### config.mk
export PLATFORM = sky130hd
export DESIGN_NAME = axis_lrelu_config_injector
export DESIGN_NICKNAME = d
export VERILOG_FILES = /design/src/rtl/axis_lrelu_config_injector.sv
export SDC_FILE = /design/constraint.sdc
export NUM_CORES = 1
export LEC_CHECK = 0
export CAP_MARGIN = 20
export CORE_AREA = 4 4 314 316
export DETAILED_ROUTE_END_ITERATION = 8
export DIE_AREA = 0 0 318 320
export SKIP_LAST_GASP = 1
export SLEW_MARGIN = 5
export SYNTH_ARGS = -nofsm -noshare
export SYNTH_HDL_FRONTEND = slang
export SYNTH_SLANG_ARGS = --single-unit
### constraint.sdc
create_clock -name aclk -period 5.2 [get_ports aclk]
set_clock_uncertainty 0.2 [all_clocks]
set_input_delay 1.04 -clock aclk [delete_from_list [all_inputs] [get_ports aclk]]
set_output_delay 1.04 -clock aclk [all_outputs]
set_load 0.1 [all_outputs]
### src/rtl/axis_lrelu_config_injector.sv
// axis_lrelu_config_injector
// Frames the LReLU engine input stream: for each iteration a block of config beats (1x1 or 3x3
// sized, chosen by kw2 on the first beat) followed by conv-output data beats up to tlast.
// A two-entry registered skid buffer drives the master port.
module axis_lrelu_config_injector #(
    parameter int unsigned DATA_WIDTH    = 256,
    parameter int unsigned TUSER_WIDTH   = 8,
    parameter int unsigned I_KW2         = 0,
    parameter int unsigned BITS_KW2      = 3,
    parameter int unsigned CFG_BEATS_1X1 = 2,
    parameter int unsigned CFG_BEATS_3X3 = 10
) (
    input  logic                   aclk,
    input  logic                   areset,

    input  logic                   s_cfg_tvalid,
    output logic                   s_cfg_tready,
    input  logic [DATA_WIDTH-1:0]  s_cfg_tdata,
    input  logic [TUSER_WIDTH-1:0] s_cfg_tuser,
    input  logic                   s_cfg_tlast,

    input  logic                   s_dat_tvalid,
    output logic                   s_dat_tready,
    input  logic [DATA_WIDTH-1:0]  s_dat_tdata,
    input  logic [TUSER_WIDTH-1:0] s_dat_tuser,
    input  logic                   s_dat_tlast,

    output logic                   m_axis_tvalid,
    input  logic                   m_axis_tready,
    output logic [DATA_WIDTH-1:0]  m_axis_tdata,
    output logic [TUSER_WIDTH-1:0] m_axis_tuser,
    output logic                   m_axis_tlast,

    output logic                   cfg_error,
    output logic [1:0]             debug_state,
    output logic [15:0]            iter_count
);

    localparam int unsigned MAX_BEATS = (CFG_BEATS_3X3 > CFG_BEATS_1X1) ? CFG_BEATS_3X3
                                                                        : CFG_BEATS_1X1;
    // Counter holds remaining beats after the first, i.e. at most MAX_BEATS-1.
    localparam int unsigned CNT_W     = (MAX_BEATS > 1) ? $clog2(MAX_BEATS) : 1;

    typedef enum logic [1:0] {
        StCfgFirst = 2'd0,
        StCfgRest  = 2'd1,
        StPass     = 2'd2
    } state_e;

    state_e                 r_state, w_state_next;
    logic [CNT_W-1:0]       r_cnt, w_cnt_next;
    logic                   r_cfg_error, w_cfg_error_next;
    logic [15:0]            r_iter, w_iter_next;

    // Skid buffer: head entry drives the master port, second entry absorbs a stall.
    logic [1:0]             r_count;
    logic [DATA_WIDTH-1:0]  r_head_data, r_skid_data;
    logic [TUSER_WIDTH-1:0] r_head_user, r_skid_user;
    logic                   r_head_last, r_skid_last;

    logic                   w_pop, w_buf_ready, w_cfg_phase;
    logic                   w_cfg_hs, w_dat_hs, w_push;
    logic [DATA_WIDTH-1:0]  w_in_data;
    logic [TUSER_WIDTH-1:0] w_in_user;
    logic                   w_in_last;
    logic                   w_kw2_zero, w_nth_beat;
    logic [CNT_W-1:0]       w_first_cnt;

    assign w_pop       = (r_count != 2'd0) && m_axis_tready;
    assign w_buf_ready = (r_count != 2'd2) || w_pop;
    assign w_cfg_phase = (r_state != StPass);

    // Only one slave port is ever ready; reset holds both off.
    assign s_cfg_tready = !areset && w_cfg_phase && w_buf_ready;
    assign s_dat_tready = !areset && !w_cfg_phase && w_buf_ready;

    assign w_cfg_hs = s_cfg_tvalid && s_cfg_tready;
    assign w_dat_hs = s_dat_tvalid && s_dat_tready;
    assign w_push   = w_cfg_hs || w_dat_hs;

    assign w_kw2_zero  = (s_cfg_tuser[I_KW2 +: BITS_KW2] == '0);
    assign w_first_cnt = w_kw2_zero ? CNT_W'(CFG_BEATS_1X1 - 1) : CNT_W'(CFG_BEATS_3X3 - 1);
    // True when the beat on the config port would be the last of its block.
    assign w_nth_beat  = (r_state == StCfgFirst) ? (w_first_cnt == '0) : (r_cnt == CNT_W'(1));

    // Select the beat entering the skid buffer; config beats never carry tlast downstream.
    always_comb begin
        w_in_data = s_dat_tdata;
        w_in_user = s_dat_tuser;
        w_in_last = s_dat_tlast;
        if (w_cfg_phase) begin
            w_in_data = s_cfg_tdata;
            w_in_user = s_cfg_tuser;
            w_in_last = 1'b0;
        end
    end

    // Framing FSM next state, beat counter, framing error and iteration count.
    always_comb begin
        w_state_next     = r_state;
        w_cnt_next       = r_cnt;
        w_cfg_error_next = r_cfg_error;
        w_iter_next      = r_iter;
        if (w_cfg_hs && (s_cfg_tlast != w_nth_beat)) begin
            w_cfg_error_next = 1'b1;
        end
        unique case (r_state)
            StCfgFirst: begin
                if (w_cfg_hs) begin
                    w_cnt_next   = w_first_cnt;
                    w_state_next = w_nth_beat ? StPass : StCfgRest;
                end
            end
            StCfgRest: begin
                if (w_cfg_hs) begin
                    w_cnt_next = r_cnt - CNT_W'(1);
                    if (w_nth_beat) begin
                        w_state_next = StPass;
                    end
                end
            end
            StPass: begin
                if (w_dat_hs && s_dat_tlast) begin
                    w_state_next = StCfgFirst;
                    w_iter_next  = r_iter + 16'd1;
                end
            end
            default: begin
                w_state_next = StCfgFirst;
            end
        endcase
    end

    // FSM and status registers.
    always_ff @(posedge aclk) begin
        if (areset) begin
            r_state     <= StCfgFirst;
            r_cnt       <= '0;
            r_cfg_error <= 1'b0;
            r_iter      <= 16'd0;
        end else begin
            r_state     <= w_state_next;
            r_cnt       <= w_cnt_next;
            r_cfg_error <= w_cfg_error_next;
            r_iter      <= w_iter_next;
        end
    end

    // Skid buffer occupancy and entry storage.
    always_ff @(posedge aclk) begin
        if (areset) begin
            r_count     <= 2'd0;
            r_head_data <= '0;
            r_head_user <= '0;
            r_head_last <= 1'b0;
            r_skid_data <= '0;
            r_skid_user <= '0;
            r_skid_last <= 1'b0;
        end else begin
            unique case ({w_push, w_pop})
                2'b10:   r_count <= r_count + 2'd1;
                2'b01:   r_count <= r_count - 2'd1;
                default: r_count <= r_count;
            endcase
            if (w_pop) begin
                if (r_count == 2'd2) begin
                    r_head_data <= r_skid_data;
                    r_head_user <= r_skid_user;
                    r_head_last <= r_skid_last;
                end else if (w_push) begin
                    r_head_data <= w_in_data;
                    r_head_user <= w_in_user;
                    r_head_last <= w_in_last;
                end
            end else if (w_push && (r_count == 2'd0)) begin
                r_head_data <= w_in_data;
                r_head_user <= w_in_user;
                r_head_last <= w_in_last;
            end
            if (w_push && (((r_count == 2'd2) && w_pop) || ((r_count == 2'd1) && !w_pop))) begin
                r_skid_data <= w_in_data;
                r_skid_user <= w_in_user;
                r_skid_last <= w_in_last;
            end
        end
    end

    assign m_axis_tvalid = (r_count != 2'd0);
    assign m_axis_tdata  = r_head_data;
    assign m_axis_tuser  = r_head_user;
    assign m_axis_tlast  = r_head_last;
    assign cfg_error     = r_cfg_error;
    assign debug_state   = r_state;
    assign iter_count    = r_iter;

endmodule

# After elaboration in Yosys (flattened, before gate mapping)
# Cells that the tools add are included.
# totals
ram_bits	0
reg_bits	555
romBits	0
latch_bits	0
elab_cells	88
n_memories	0
in_bits	535
output_inout_bits	287
# classes
n_div	0
n_lt_le_gt_ge	0
n_reduce_logical	31
n_eq_ne	15
bitwise	0
n_mux	27
n_shift	0
add_sub_neg	4
multipliers	0
# ops
operator	count
2-to-1 mux 256 bit	5
2-to-1 mux 8 bit	5
adder 16 x 1 -> 16 bit, second input constant	1
logical AND 1 bit	13
2-to-1 mux 4 bit	3
inequality test 2 bit, second input constant	6
2-to-1 mux 2 bit	5
one-hot mux 4 bit (2 select lines)	1
nonzero test 2 bit	4
== test 2 x 1 -> 1 bit, second input constant	3
== test 2 bit, second input constant	3
2-to-1 mux 1 bit	6
one-hot mux 2 bit (3 select lines)	1
== test 4 x 1 -> 1 bit, second input constant	1
logical NOT 2 bit	2
logical NOT 4 bit	1
one-hot mux 2 bit (2 select lines)	1
AND reduction 2 bit	2
AND reduction 4 bit	1
subtractor 4 x 1 -> 4 bit, second input constant	1
logical NOT 1 bit	3
logical NOT 3 bit	1
logical OR 1 bit	3
inequality test 3 x 1 -> 1 bit, second input constant	1
4 further kinds	4

# Depth between registers and ports, before layout
# logic_depth
depth_word	9
ltp_mapped	12
mapped_depth_nobuf	10

# Worst setup path after synthesis
# Ideal clock, no wire load.
# synth_path
path_kind	register to output
startpoint	register r_state[0], in the netlist debug_state[0]
endpoint	output s_cfg_tready
t_required_ps	3960
stages_incl_launch_ff	6
setup_slack_ps	267
n_path_buf	3
arrival_time_ps	3693
cell_sequence	dfxtp_1 buf_2 nor2b_2 buf_2 buf_2 nor3_1
# synth_between
elab_chain_cells	3
# synth_lines
element	line	source
start, declared	50	state_e r_state, w_state_next;
start signal, assigned	137	r_state <= StCfgFirst;
start signal, assigned	142	r_state <= w_state_next;
inequality test 2 bit	71	assign w_cfg_phase = (r_state != StPass);
logical AND 1 bit (2 in a row)	74	assign s_cfg_tready = !areset && w_cfg_phase && w_buf_ready;
end, declared	17	output logic s_cfg_tready,
# Every way passes these cells.

# Final worst setup path
# layout_path
startpoint	input s_cfg_tvalid
endpoint	register r_head_data[38], in the netlist m_axis_tdata[38]
# layout_between
elab_chain_cells	5
elab_cells_between_ends	6
cone_classes	eq/ne: 1; reduce/logical: 5
# layout_lines
element	line	source
start, declared	16	input logic s_cfg_tvalid,
logical AND 1 bit (*)	77	assign w_cfg_hs = s_cfg_tvalid && s_cfg_tready;
logical OR 1 bit (*)	79	assign w_push = w_cfg_hs || w_dat_hs;
logical AND 1 bit	175	end else if (w_push && (r_count == 2'd0)) begin
nonzero test 2 bit (no line)	--	
AND reduction 2 bit (no line) (*)	--	
end signal, assigned	167	r_head_data <= r_skid_data;
end signal, assigned	171	r_head_data <= w_in_data;
end signal, assigned	176	r_head_data <= w_in_data;
end, declared	57	logic [DATA_WIDTH-1:0] r_head_data, r_skid_data;
# Every way passes the cells marked *; elsewhere a longest branch is shown, timed or not.
# A chain may end at the register's enable or synchronous reset.

==> results.md <==
- Outcome: completed
- Finished Layout Cells: between 4000 and 5000
- Clock Pin Slew Worst Setup and Hold Paths: ~60 ps
- Number of synthesis warnings: 0
- Top Ports: roughly 820
- CTS resizes: 0
- Lkg Pwr: roughly 13 nW
- DRT iter0 DRCs: about 1700
- 1st-pass router iterations: 5
- Setup-failing EPs final: 0
- Share of cells above drive strength 1: 0.105
- P_sw: roughly 10 mW
- Antenna viol nets, final: 0
- Placed cell count: around 4700
- Post-synthesis sequential area ratio: 0.416
- Fin crit share: 0.786
- Peak Freq: 0.245 GHz
- Crit path DAT: about 4400 ps
- Setup bufs post-CTS: 0
- CP endpoint kind: flop
- Core area: approximately 96000 µm²
- Min-Delay Path Class: flop to flop
- Drt drc: 0
- Post-synthesis cell area: about 27000 µm²
- Synth Register Bits: around 560
- Die ar.: between 100000 and 150000 µm²
- RSZ-0062 raised after global routing: false
- Max clock buf depth: 3
- Commonest cells in the netlist: 555 x dfxtp_1, 549 x a21oi_1, 267 x nor2b_1, 267 x o21ai_0
- Yosys top cell area share: 0.416
- Max Cap Viol: 0
- Vias: roughly 24000
- Final Hold Viols: 0
- First-pass GRT wire length: about 150000 µm
- Cell count after synthesis: 2851
- Worst-margin pin slew: around 1200 ps
- Largest net degree at the start of global routing: approximately 210
- Crit start category: input port
- Vias in the first global route: 22900
- Wire per inst: slightly above 20 µm
- Nets: approximately 4000
- Clock power share: 0.221
- Gr ovfl total: 0
- CP Data Required Time: between 5000 and 6000 ps
- Min Clock Period, post-route: between 4000 and 5000 ps
- Most common cell in the netlist: dfxtp_1
- Most area-consuming cells after synthesis: dfxtp_1 42%, a21oi_1 10%, mux2i_1 10%
- CTS Buf Count: 67
- Asr flop ratio synth: 0
- # port buffers: a little over 800
- Hold buffers post-CTS: 0
- Clock Root Buffer: clkbuf_16
- Total track usage: 0.178
- Clock Sinks: around 560
- Initial Utilization: 0.278
- Placer Congestion: 0.790
- Synth cell types: 48
- Die Ht: around 320 µm
- Post-DR vias/cell: 4.95
- Synthesis-to-layout area growth: 41.6%
- Crit Path Max Fanout: 64
- Row count: between 100 and 150
- Chip width: 318 µm
- Final wirelength: between 90000 and 100000 µm
- Synth area leader: dfxtp_1
- Util after Layout: 0.394
- Setup TNS: 0 ps
- Worst-Skew Late Latency: around 590 ps
- Syn avg cell area: 9.36 µm²
- H-tree lvl count: 3
- Power Dens Cells: 566 nW/µm²
- Switch share: 0.476
- Int Pwr: 11.2 mW
- Post-synth EDFFs: 0
- TritonCTS clock tree: built
- Fill cell count: around 9500
- Worst slew margin: 0.218
- PnR Total Power: 21.4 mW
- Crit path kind: input port to flop
- Net Count, Synth: 3394
- Max Slew Vio Count: 0
- Main synth FF type: dfxtp_1
- Sequential power share: 0.268
- DP Wirelength: between 60000 and 70000 µm
- Comb power frac: 0.511
- Initial antenna violation count: 1
- Peak VDD IR: about 0.5 mV
==> cell type report <==
class | instances | area [µm²] | area share
clock inverter | 25 | 318 | 0.00841
multi-input combinational | 1980 | 14200 | 0.375
sequential | 555 | 11100 | 0.294
antenna | 1 | 2.50 | 0.0000662
clock buffer | 86 | 1890 | 0.0500
inverter | 14 | 57.6 | 0.00152
tap | 1276 | 1600 | 0.0423
timing repair buffer | 850 | 8650 | 0.229
==> worst max-delay path, cell delays in order <==
cell             delay, ps
clkdlybuf4s50_1        500
mux2_2                 300
nand2_1                100
ha_1                   200
nor3_1                  90
a21oi_4                770
buf_4                  830
mux2_2                 420
==> sequential cells by signal, summed over array words and instances, names as in the netlist, 2 cells and up <==
signal / flops
iter_count: 16
r_skid_data: 256
r_cnt: 4
debug_state: 2
r_count: 2
r_skid_user: 8
m_axis_tuser: 8
m_axis_tdata: 256
==> stage by stage <==
step | hold WS (ps) | area (µm²) | setup slack (ps)
5_1_grt | 293 | 37800 | 1010
2_1_floorplan | 259 | 26700 | 267
4_1_cts | 262 | 37800 | 1190
3_3_place_gp | 244 | 35600 | 563
6_report | 262 | 37800 | 1110
3_5_place_dp | 248 | 35600 | 552
==> power groups by stage <==
stage | clock (mW) | sequential, mW | combinational [mW]
6_report | 4.73 | 5.72 | 10.9
5_1_grt | 5.08 | 5.84 | 11.4
4_1_cts | 4.92 | 5.72 | 11.0
3_5_place_dp | 0 | 5.79 | 11.0
3_3_place_gp | 0 | 5.78 | 10.9
2_1_floorplan | 0 | 10.7 | 3.19
==> cells by family (layout without fill, tap and decap cells) <==
family / count (synthesis) / in the layout / share of synthesized area
and+or+nand+nor: 331 / 331 / 0.0771
xor gates and xnor gates: 4 / 4 / 0.00131
DFF: 555 / 555 / 0.416
other: 0 / 1 / 0
AOI/OAI and AO/OA: 1105 / 1105 / 0.235
muxes: 532 / 532 / 0.212
adders and majority gates: 8 / 8 / 0.00375
buffers and inverters: 316 / 975 / 0.0546
==> final timing paths <==
check,from,endpoint,slack [ps],cells after the start
max reg2reg,debug_state[1],m_axis_tdata[38],1350,8
min,cfg_error,cfg_error,260,2
max,s_cfg_tvalid,m_axis_tdata[38],1110,8
min reg2reg,cfg_error,cfg_error,260,2
==> layer usage <==
layer | up-vias | global-route usage | share of wire
li1 | 11600 | - | -
met1 | 11200 | 0.224 | 0.42
met2 | 688 | 0.301 | 0.49
met3 | 126 | 0.0475 | 0.069
met4 | 0 | 0.0495 | 0.025
met5 | - | 0 | 0
==> placed cells by master, fill, tap and decap left out, types with 7 or more instances in the layout <==
cell	count
buf_4	17
or4_1	9
nor2b_1	267
clkdlybuf4s50_1	814
clkbuf_1	7
inv_1	13
mux2i_1	266
mux2_1	49
clkinv_2	9
nand2_1	9
clkbuf_8	10
nor2_1	9
buf_12	18
o21ai_0	267
nand3_1	7
ha_1	8
dfxtp_1	555
o31ai_1	9
a211oi_1	266
mux2_2	217
clkbuf_16	69
a21oi_1	549
(Power assumes the default switching activity.)
